File: src/rtl/adder_arbiter.sv
// adder_arbiter
// Round-robin arbiter that time-shares one combinational adder between NREQ
// requesters and returns each result over a valid/ready channel tagged with
// the owner's index.
//
// Ports
//   clk        sole clock, all state on posedge
//   reset      synchronous, active-high; discards any in-flight operation
//   req        per-requester request level
//   req_a/b    packed operands, requester i at [i*WIDTH +: WIDTH]
//   gnt        one-hot grant pulse, one cycle long
//   add_a/b    registered operands to the shared adder
//   add_sum    combinational sum from the shared adder
//   rsp_*      registered response (valid/ready, owner id, sum)
//   busy       high whenever the FSM is not idle
//   op_count   completed-operation counter, wraps at 255
//
// state | meaning
// IDLE  | waiting for any request; grants on the edge it sees one
// EXEC  | operands on the adder; sum captured on the next edge
// RESP  | response held until rsp_ready
module adder_arbiter #(
  parameter int NREQ  = 4,
  parameter int WIDTH = 8,
  parameter int IDW   = 2
) (
  input  logic                  clk,
  input  logic                  reset,
  input  logic [NREQ-1:0]       req,
  input  logic [NREQ*WIDTH-1:0] req_a,
  input  logic [NREQ*WIDTH-1:0] req_b,
  output logic [NREQ-1:0]       gnt,
  output logic [WIDTH-1:0]      add_a,
  output logic [WIDTH-1:0]      add_b,
  input  logic [WIDTH-1:0]      add_sum,
  output logic                  rsp_valid,
  input  logic                  rsp_ready,
  output logic [IDW-1:0]        rsp_id,
  output logic [WIDTH-1:0]      rsp_sum,
  output logic                  busy,
  output logic [7:0]            op_count
);

  typedef enum logic [1:0] {IDLE, EXEC, RESP} state_t;

  state_t             state, state_nxt;
  logic [IDW-1:0]     ptr, ptr_nxt;
  logic [IDW-1:0]     cur_id, cur_id_nxt;
  logic [NREQ-1:0]    gnt_nxt;
  logic [WIDTH-1:0]   add_a_nxt, add_b_nxt;
  logic               rsp_valid_nxt;
  logic [IDW-1:0]     rsp_id_nxt;
  logic [WIDTH-1:0]   rsp_sum_nxt;
  logic [7:0]         op_count_nxt;

  // Round-robin pick: first set bit of req starting at ptr, wrapping.
  logic found;
  int   sel;

  always_comb begin
    int idx;
    found = 1'b0;
    sel   = 0;
    idx   = 0;
    for (int k = 0; k < NREQ; k++) begin
      idx = int'(ptr) + k;
      if (idx >= NREQ) idx = idx - NREQ;
      if (!found && req[idx]) begin
        found = 1'b1;
        sel   = idx;
      end
    end
  end

  always_ff @(posedge clk) begin
    if (reset) begin
      state     <= IDLE;
      ptr       <= '0;
      cur_id    <= '0;
      gnt       <= '0;
      add_a     <= '0;
      add_b     <= '0;
      rsp_valid <= 1'b0;
      rsp_id    <= '0;
      rsp_sum   <= '0;
      op_count  <= '0;
      busy      <= 1'b0;
    end else begin
      state     <= state_nxt;
      ptr       <= ptr_nxt;
      cur_id    <= cur_id_nxt;
      gnt       <= gnt_nxt;
      add_a     <= add_a_nxt;
      add_b     <= add_b_nxt;
      rsp_valid <= rsp_valid_nxt;
      rsp_id    <= rsp_id_nxt;
      rsp_sum   <= rsp_sum_nxt;
      op_count  <= op_count_nxt;
      busy      <= (state_nxt != IDLE);
    end
  end

  always_comb begin
    state_nxt     = state;
    ptr_nxt       = ptr;
    cur_id_nxt    = cur_id;
    gnt_nxt       = '0;
    add_a_nxt     = add_a;
    add_b_nxt     = add_b;
    rsp_valid_nxt = rsp_valid;
    rsp_id_nxt    = rsp_id;
    rsp_sum_nxt   = rsp_sum;
    op_count_nxt  = op_count;

    case (state)
      IDLE: begin
        if (found) begin
          // Constant-index mux keeps the part-selects static.
          for (int k = 0; k < NREQ; k++) begin
            if (k == sel) begin
              gnt_nxt[k] = 1'b1;
              add_a_nxt  = req_a[k*WIDTH +: WIDTH];
              add_b_nxt  = req_b[k*WIDTH +: WIDTH];
            end
          end
          cur_id_nxt = IDW'(sel);
          ptr_nxt    = (sel == NREQ - 1) ? '0 : IDW'(sel + 1);
          state_nxt  = EXEC;
        end
      end
      EXEC: begin
        rsp_sum_nxt   = add_sum;
        rsp_id_nxt    = cur_id;
        rsp_valid_nxt = 1'b1;
        state_nxt     = RESP;
      end
      RESP: begin
        if (rsp_valid && rsp_ready) begin
          rsp_valid_nxt = 1'b0;
          op_count_nxt  = op_count + 8'd1;
          state_nxt     = IDLE;
        end
      end
      default: state_nxt = IDLE;
    endcase
  end

endmodule

File: config.mk
export PLATFORM = sky130hd
export DESIGN_NAME = adder_arbiter
export DESIGN_NICKNAME = d
export VERILOG_FILES = /design/src/rtl/adder_arbiter.sv
export SDC_FILE = /design/constraint.sdc
export NUM_CORES = 1
export LEC_CHECK = 0
export ABC_AREA = 1
export CAP_MARGIN = 20
export CORE_ASPECT_RATIO = 0.8
export CORE_UTILIZATION = 40
export DETAILED_ROUTE_END_ITERATION = 6
export PLACE_DENSITY = 0.77
export SKIP_CTS_REPAIR_TIMING = 1
export SLEW_MARGIN = 20
export SYNTH_ARGS = -nofsm -noshare
export SYNTH_HDL_FRONTEND = slang
export SYNTH_SLANG_ARGS = --single-unit
File: constraint.sdc
create_clock -name clk -period 2.7 [get_ports clk]
set_input_delay 0.81 -clock clk [delete_from_list [all_inputs] [get_ports clk]]
set_output_delay 0.81 -clock clk [all_outputs]
set_load 0.05 [all_outputs]
==> flow_summary.toml <==
[status]
status = "finished, final reports clean"

[placement]
dpl-instance-area_mm2 = 0.00467
gp_congestion = 0.896
dp_slack_ns = -0.482
port_buffers = 118
dp_hpwl_mm = 6.92

[drt]
drt-total-wl_mm = 9.40
via_count = 3504
wire_per_inst_um = 13.0
first_pass_iters = 4
via_per_inst = 4.84
final_antenna_net_count = 0
drt_iter0_drc = 121
drc = 0

[cells_and_area]
final_layout_size_suffix_gt1_frac = 0.215
diodes = 0
area_growth_syn_to_layout_pct = 61.8
finalInstanceArea_mm2 = 0.00499
finish.utilization = 0.672
nets = 707

[synthesis]
synth_nets = 554
async_reset_ff_frac = 0
yosysMostFrequentCell = "nand2_1"
ys_seq_area_frac = 0.299
avgSynthCellArea_um2 = 6.63
syn_area_mm2 = 0.00308
ys.flop_type = "dfxtp_1"
netlist_instances = 465
yosysTopAreaCell = "dfxtp_1"
synth_edf_count = 0
yosys_warnings = 0
netlist-cell-type-count = 31
ys_ff_latch = 46
synth_top_area_frac = 0.299
yosys-top-cells-area = "dfxtp_1 (30%), nand2_1 (13%), inv_1 (8.3%), nor2_1 (7.3%), nand4_1 (6.7%)"
yosys-top-cells-count = "nand2_1 (105), inv_1 (68), nor2_1 (60), dfxtp_1 (46), nand4_1 (33)"

[timing]
hold_ws_ns = 0.471
fmax_mhz = 389
setup_ws_ns = 0.128
period_minus_slack_ns = 2.57
post-route-period-util = 0.953
finalMaxSlewViolations = 0
setup_viol = 0
setup-tns-final_ns = 0
finClkSkew_ns = 0.00528
relSlewSlack = 0.640
worst_pin_slew_ns = 0.538
hold_viol = 0

[floorplan]
rows = 28
design.core.area_mm2 = 0.00743
start_util = 0.415
die_y_um = 80.5
io_pins = 119
fp.dieArea_mm2 = 0.00806
die_w_um = 100

[pwr]
ir_drop_v = 0.000628
total_leakage_power_nw = 2.33
power_density_mw_per_mm2 = 1300
p_clk_frac = 0.081
p_sw_mw = 3.18
p_seq_frac = 0.151
p_int_mw = 3.30
combPwrFrac = 0.768
sw_frac_of_total = 0.490

[setup_path]
startpoint_type = "flop"
path_buf_inv = 6
cp.arrival_ns = 2.81
path_class = "flop to flop"
critPathTopFamily = "simple AND/OR/NAND/NOR gates"
path_common_cell = "nand2_1"
crit_fanout = 8
slowest_stage = "dfxtp_2"
path_cells = "inv_8, ha_2, inv_2, nand3_1, nand2_2, nor2_2, buf_4, nor2_2, nand2_1, nand2_2, inv_4, ha_4, nand3_4, buf_6, nand2_1, inv_1, nand2_1, nand2_1, a21oi_2"
max_stage_delay_ns = 0.40
cp-end-kind = "flop"
crit_required_ns = 2.94

[global_routing]
grt_max_degree = 19
grt_pass1_wl_mm = 14.6
antenna_found_initial = 0
grt_pass1_vias = 3285
grt_overflow = 0
track_usage = 0.228

[clock_tree]
numClockSinks = 46
path_clk_slew_ns = 0.09
cts_tree = "done"
clock_path_buffers = 2
h-tree-depth = 2
clk_latency_ns = 0.30
cts-root-buf = "clkbuf_8"
cts_buffers = 5

[hold_path]
hold_class = "flop to flop"

[job]
maxCapViolations = 0
power groups by stage:
| stage | clock network [mW] | registers (mW) | logic [mW] |
|---|---|---|---|
| final | 0.523 | 0.979 | 4.97 |
| after global routing | 0.571 | 0.999 | 5.45 |
| after CTS | 0.543 | 0.979 | 4.52 |
| after detailed placement | 0 | 0.991 | 4.50 |
| after global placement | 0 | 0.985 | 4.42 |
| after floorplan | 0 | 1.51 | 2.45 |
area by class of cell:
class | instances | area, um^2
multi-input cells | 323 | 1840
flip-flops and latches | 46 | 922
repair buffers | 170 | 1700
fillers | 625 | 2440
clock inverters | 3 | 43.8
inverters | 72 | 280
clock buffers | 5 | 68.8
well taps | 105 | 131
tightest hold or removal path: cells and delay by family, from the launching register on:
kind / cells / cell delay [ns]
compound gates: 1 / 0.05
flops: 1 / 0.32
simple gates: 1 / 0.06
path summary, 6_finish.rpt:
| path | start | end | slack, ns | cells past startpoint |
|---|---|---|---|---|
| worst max-delay path | ptr[0] | add_a[2] | 0.13 | 19 |
| worst min-delay path | add_a[7] | add_a[7] | 0.47 | 2 |
| worst max register to register | ptr[0] | add_a[2] | 0.13 | 19 |
| worst min register to register | add_a[7] | add_a[7] | 0.47 | 2 |
per-layer routing:
metal	wire length, um	up-vias	GRT usage
met5	0	-	0
met4	91	0	0.0580
met3	668	7	0.0522
met2	4490	142	0.388
met1	4160	1583	0.289
li1	-	1772	-
metrics by stage:
| step | std cells | power (mW) |
|---|---|---|
| floorplan | 465 | 3.96 |
| global route | 724 | 7.02 |
| finish | 724 | 6.48 |
| detailed placement | 708 | 5.50 |
| CTS | 716 | 6.04 |
| global placement | 708 | 5.41 |
registers in the layout, indices dropped and copies added, names as in the netlist:
name,count
add_a,8
add_b,8
op_count,8
rsp_sum,8
gnt,4
cur_id,2
ptr,2
rsp_id,2
state,2
busy,1
rsp_valid,1
cell families after synthesis:
family          synth area share
compound gates            0.0942
fa+ha+maj                 0.0406
buf+inv                    0.136
flops                      0.299
simple gates               0.430
layout by cell type, fill, tap and decap left out, drive strengths merged, types with 7 or more instances in the layout:
master | Yosys | final
a21oi | 27 | 27
buf | 16 | 50
clkbuf | 9 | 7
clkdlybuf4s50 | 0 | 114
dfxtp | 46 | 46
ha | 10 | 10
inv | 72 | 73
nand2 | 121 | 121
nand3 | 30 | 31
nand4 | 34 | 34
nor2 | 72 | 72
o21ai | 17 | 17
No activity file was read; power rests on OpenSTA's default activity.
